`config.mk`:
```
export PLATFORM = sky130hd
export DESIGN_NAME = pipeline_hazard_ctrl
export DESIGN_NICKNAME = d
export VERILOG_FILES = /design/src/rtl/pipeline_hazard_ctrl.sv
export SDC_FILE = /design/constraint.sdc
export NUM_CORES = 1
export LEC_CHECK = 0
export ABC_AREA = 1
export CAP_MARGIN = 20
export CORE_MARGIN = 2
export CORE_UTILIZATION = 53
export DETAILED_ROUTE_END_ITERATION = 8
export GPL_TIMING_DRIVEN = 0
export PLACE_DENSITY = 0.85
export SLEW_MARGIN = 0
export SYNTH_ARGS = -nofsm -noshare
export SYNTH_HDL_FRONTEND = slang
export SYNTH_SLANG_ARGS = --single-unit
```
`constraint.sdc`:
```
create_clock -name clock -period 3.6 [get_ports clock]
set_clock_uncertainty 0.2 [all_clocks]
set_input_delay 0.54 -clock clock [delete_from_list [all_inputs] [get_ports clock]]
set_output_delay 0.54 -clock clock [all_outputs]
set_load 0.02 [all_outputs]
```
`src/rtl/pipeline_hazard_ctrl.sv`:
```
// Stall/flush/freeze sequencer for the 5-stage pipeline: load-use, taken branch, data-memory wait
// with timeout, and halt/drain. Optional perf counters are enabled by defining HAZARD_PERF_CNT_EN.
module pipeline_hazard_ctrl #(
    parameter int unsigned MEM_TIMEOUT  = 16,
    parameter int unsigned DRAIN_CYCLES = 3
) (
    input  logic       clock,
    input  logic       reset,
    input  logic       MemReadEX,
    input  logic [4:0] RdEX,
    input  logic [4:0] RnID,
    input  logic [4:0] RmID,
    input  logic       usesRmID,
    input  logic       BranchTakenMEM,
    input  logic       MemAccessMEM,
    input  logic       memReady,
    input  logic       HaltID,
    output logic       PCWrite,
    output logic       IFIDWrite,
    output logic       IFIDFlush,
    output logic       IDEXBubble,
    output logic       EXMEMFlush,
    output logic       PipeFreeze,
    output logic       PCSrcSel,
    output logic       halted,
    output logic       errTimeout,
    output logic [1:0] ctrlState
`ifdef HAZARD_PERF_CNT_EN
    ,
    output logic [31:0] stallCycles,
    output logic [31:0] flushEvents,
    output logic [31:0] memWaitCycles
`endif
);

    localparam int unsigned DCW = $clog2(DRAIN_CYCLES + 1) + 1;

    typedef enum logic [1:0] {
        RUN      = 2'd0,
        MEM_WAIT = 2'd1,
        DRAIN    = 2'd2,
        HALT     = 2'd3
    } state_e;

    state_e           state_q, state_d;
    logic [7:0]       waitCnt_q, waitCnt_d;
    logic [DCW-1:0]   drainCnt_q, drainCnt_d;
    logic             errTimeout_q, errTimeout_d;
    logic             halted_q, halted_d;

    logic mem_stall;
    logic load_use;
    logic run_eval;
    logic ev_branch;
    logic ev_loaduse;

    assign mem_stall = MemAccessMEM && !memReady;
    assign load_use  = MemReadEX && (RdEX != 5'd31) &&
                       ((RdEX == RnID) || (usesRmID && (RdEX == RmID)));

    always_ff @(posedge clock or posedge reset) begin
        if (reset) begin
            state_q      <= RUN;
            waitCnt_q    <= '0;
            drainCnt_q   <= '0;
            errTimeout_q <= 1'b0;
            halted_q     <= 1'b0;
        end else begin
            state_q      <= state_d;
            waitCnt_q    <= waitCnt_d;
            drainCnt_q   <= drainCnt_d;
            errTimeout_q <= errTimeout_d;
            halted_q     <= halted_d;
        end
    end

    always_comb begin
        state_d      = state_q;
        waitCnt_d    = waitCnt_q;
        drainCnt_d   = drainCnt_q;
        errTimeout_d = errTimeout_q;
        PCWrite      = 1'b1;
        IFIDWrite    = 1'b1;
        IFIDFlush    = 1'b0;
        IDEXBubble   = 1'b0;
        EXMEMFlush   = 1'b0;
        PipeFreeze   = 1'b0;
        PCSrcSel     = 1'b0;
        run_eval     = 1'b0;
        ev_branch    = 1'b0;
        ev_loaduse   = 1'b0;

        unique case (state_q)
            RUN: run_eval = 1'b1;
            MEM_WAIT: begin
                if (memReady) begin
                    // The completing cycle is evaluated as a RUN cycle, including its transitions
                    state_d   = RUN;
                    waitCnt_d = '0;
                    run_eval  = 1'b1;
                end else begin
                    PipeFreeze = 1'b1;
                    PCWrite    = 1'b0;
                    IFIDWrite  = 1'b0;
                    if (waitCnt_q == 8'(MEM_TIMEOUT)) begin
                        state_d      = HALT;
                        errTimeout_d = 1'b1;
                    end else if (waitCnt_q != '1) begin
                        waitCnt_d = waitCnt_q + 8'd1;
                    end
                end
            end
            DRAIN: begin
                PCWrite    = 1'b0;
                IFIDWrite  = 1'b0;
                IDEXBubble = 1'b1;
                if (mem_stall) begin
                    PipeFreeze = 1'b1;
                end else if (32'(drainCnt_q) + 32'd1 >= 32'(DRAIN_CYCLES)) begin
                    state_d = HALT;
                end else begin
                    drainCnt_d = drainCnt_q + DCW'(1);
                end
            end
            HALT: begin
                PCWrite    = 1'b0;
                IFIDWrite  = 1'b0;
                IDEXBubble = 1'b1;
                EXMEMFlush = 1'b1;
            end
            default: state_d = RUN;
        endcase

        if (run_eval) begin
            if (mem_stall) begin
                PipeFreeze = 1'b1;
                PCWrite    = 1'b0;
                IFIDWrite  = 1'b0;
                state_d    = MEM_WAIT;
                waitCnt_d  = 8'd1;
            end else if (BranchTakenMEM) begin
                ev_branch  = 1'b1;
                PCSrcSel   = 1'b1;
                IFIDFlush  = 1'b1;
                IDEXBubble = 1'b1;
                EXMEMFlush = 1'b1;
                PCWrite    = 1'b1;
            end else if (load_use) begin
                ev_loaduse = 1'b1;
                PCWrite    = 1'b0;
                IFIDWrite  = 1'b0;
                IDEXBubble = 1'b1;
            end else if (HaltID) begin
                PCWrite    = 1'b0;
                IFIDFlush  = 1'b1;
                state_d    = DRAIN;
                drainCnt_d = '0;
            end
        end

        // Hold outputs at their idle RUN values for as long as reset is asserted
        if (reset) begin
            PCWrite    = 1'b1;
            IFIDWrite  = 1'b1;
            IFIDFlush  = 1'b0;
            IDEXBubble = 1'b0;
            EXMEMFlush = 1'b0;
            PipeFreeze = 1'b0;
            PCSrcSel   = 1'b0;
        end
    end

    assign halted_d   = halted_q || (state_d == HALT);
    assign halted     = halted_q;
    assign errTimeout = errTimeout_q;
    assign ctrlState  = state_q;

`ifdef HAZARD_PERF_CNT_EN
    logic [31:0] stallCycles_q, flushEvents_q, memWaitCycles_q;

    always_ff @(posedge clock or posedge reset) begin
        if (reset) begin
            stallCycles_q   <= '0;
            flushEvents_q   <= '0;
            memWaitCycles_q <= '0;
        end else begin
            if (ev_loaduse && (stallCycles_q != '1))
                stallCycles_q <= stallCycles_q + 32'd1;
            if (ev_branch && (flushEvents_q != '1))
                flushEvents_q <= flushEvents_q + 32'd1;
            if ((state_q == MEM_WAIT) && (memWaitCycles_q != '1))
                memWaitCycles_q <= memWaitCycles_q + 32'd1;
        end
    end

    assign stallCycles   = stallCycles_q;
    assign flushEvents   = flushEvents_q;
    assign memWaitCycles = memWaitCycles_q;
`endif

endmodule

```
==> impl_metrics.csv <==
group,metric,value,unit
clock_tree,hold_buffers,0,
setup_path,r2r_slack,1.72,ns
clock_tree,clk_path_buf_depth,2,
logic_synthesis,synth_cell_types,26,
layout,layout.filler_cells,227,
detailed_routing,top_layer,"met4",
die,core_region_area,2430,um^2
setup_path,start_kind,"input pin",
sta,finalCritPeriodShare,0.927,
setup_path,crit_path_max_fanout,8,
clock_tree,cts_tree,"done",
layout,utilization,0.715,
placement,dpl.hpwl,2.40,mm
sta,rsz0062_at_grt,"no",
power,total_power,0.000818,W
sta,setup_tns,0,ns
logic_synthesis,synth-seq-cells,15,
clock_tree,cts.repair.resized,0,
layout,drive_gt1_frac,0.0680,
clock_tree,post-cts-setup-buffers,0,
die,die_h,54.3,um
global_route,grt_max_degree,18,
clock_tree,clkLatencyLatePin,0.29,ns
setup_path,crit_type,"in2out",
detailed_routing,wl_met3,157,um
global_route,grt.overflow.total,0,
sta,fin_hold_ws,0.287,ns
setup_path,cp.required,2.86,ns
flow_run,cap_violations,0,
power,p_leak,0.921,nW
detailed_routing,vias,1410,
sta,slew_viol_final,0,
global_route,antenna_found_initial,0,
detailed_routing,firstDrtPassIters,4,
die,ios,34,
detailed_routing,wl,2.93,mm
die,die_w,54.3,um
min_path,min_path_cells,2,
layout,final_cells,280,
sta,min_period,3.34,ns
global_route,grt_usage,0.226,
detailed_routing,drt_iter0_markers,27,
placement,place.gp.congestion,0.845,
layout,multi_input_area,807,um^2
detailed_routing,drtAntennaViolNets,0,
die,rows,18,
detailed_routing,wl_met1,1.33,mm
sta,relSlewSlack,0.575,
logic_synthesis,synthesis.area,1340,um^2
detailed_routing,drc_errors,0,
sta,worstMarginPinSlew,0.637,ns
power,vdd_drop_max,0.328,mV
logic_synthesis,yosysWarnings,0,
sta,finalSetupViolCount,0,
clock_tree,cts_root_buf,"clkbuf_4",
die,die_area,2950,um^2
outcome,status,"completed",
global_route,grt_pass1_vias,1214,
logic_synthesis,ys_seq_area_frac,0.280,
layout,diodes,0,
detailed_routing,routed_via_density,5.04,
clock_tree,cts_sinks,15,
logic_synthesis,syn_inst,213,
detailed_routing,met2_length,1.43,mm
clock_tree,cts.clk_slew.worst_paths,0.09,ns
setup_path,cp.arrival,2.60,ns
power,cellPowerDensity,471,nW/um^2
clock_tree,h-tree-depth,1,
logic_synthesis,synth.net_count,244,
min_path,holdCritPathClass,"reg2reg",
min_path,min_from,"errTimeout",
clock_tree,cts_inserted_buffers,3,
placement,port_buffers,33,
global_route,grt_pass1_wl,4.92,mm
layout,register_area,375,um^2
setup_path,reg2reg_to,"ctrlState[1]",
die,start_util,0.551,
min_path,hold_end,"errTimeout",
placement,dp_cells,276,
layout,final_common_cell,"nand2_1",
setup_path,worst_setup_path_end_kind,"output port",
layout,layout_common_cells,"nand2_1, inv_1, clkdlybuf4s50_1",
setup_path,reg2regPathDepth,10,
sta,hold_viol,0,
logic_synthesis,syn-mean-instance-area,6.30,um^2
layout,fin_nets,282,
setup_path,r2r_start,"ctrlState[1]",
detailed_routing,wire_per_inst,10.5,um
sta,fmax,300,MHz
layout,synthToLayoutAreaGrowth,29.7,%
per-stage QoR:
stage	setup slack (ns)	area (um^2)
2_1_floorplan	1.15	1340
3_3_place_gp	0.244	1710
3_5_place_dp	0.277	1710
4_1_cts	0.268	1740
5_1_grt	0.128	1740
6_report	0.264	1740
cell usage after synthesis (all sizes together):
cell	count	area share
a21oi	15	0.059
and2	1	0.0065
clkinv	1	0.0037
dfrtp	15	0.28
ha	8	0.075
inv	41	0.11
nand2	67	0.19
nand3	16	0.067
nand4	4	0.019
nor2	22	0.071
nor3	2	0.016
o211ai	2	0.011
o21a	1	0.0056
o21ai	12	0.045
o21bai	1	0.0056
o22ai	1	0.0047
xnor2	1	0.0065
xor2	3	0.020
state kept, by name (all words and copies together) (netlist names):
signal	flops
waitCnt_q	8
drainCnt_q	3
ctrlState	2
errTimeout	1
halted	1
metal layers:
metal  vias up  track usage
li1        743            -
met1       638        0.271
met2        26        0.408
met3         3       0.0492
met4         0       0.0542
met5         -            0
how the worst max path moves through the flow:
stage            startpoint    endpoint  cells past startpoint
6_report       MemAccessMEM  PipeFreeze                      8
5_1_grt            memReady  PipeFreeze                      7
4_1_cts        MemAccessMEM  PipeFreeze                      8
3_5_place_dp   MemAccessMEM  PipeFreeze                      8
3_3_place_gp       memReady  PipeFreeze                      7
2_1_floorplan  ctrlState[1]  EXMEMFlush                      8
report_power, final:
group,internal (W),switching [W]
registers,0.000199,0.0000353
logic,0.000202,0.000282
clock network,0.0000423,0.0000578
layout make-up:
type / instances / share of cell area
Clock buffer: 3 / 0.0129
Inverter: 42 / 0.0914
Sequential cell: 15 / 0.216
Multi-Input combinational cell: 156 / 0.464
Clock inverter: 1 / 0.00432
Timing Repair Buffer: 33 / 0.190
Tap cell: 30 / 0.0216
logic make-up after synthesis:
logic type                 Yosys count  share of synthesized area
and+or+nand+nor                    112                      0.370
buffers and inverters               42                      0.118
DFF                                 15                      0.280
AOI/OAI and AO/OA                   32                      0.131
adders and majority gates            8                     0.0746
xor gates and xnor gates             4                     0.0261
worst max-delay path, stage by stage:
cell	delay (ns)
clkdlybuf4s50_1	0.45
inv_1	0.04
nor2_1	0.14
inv_1	0.12
nor2_2	0.31
inv_1	0.19
a21oi_1	0.18
clkdlybuf4s50_1	0.63
Power figures use the tool's default switching activity.
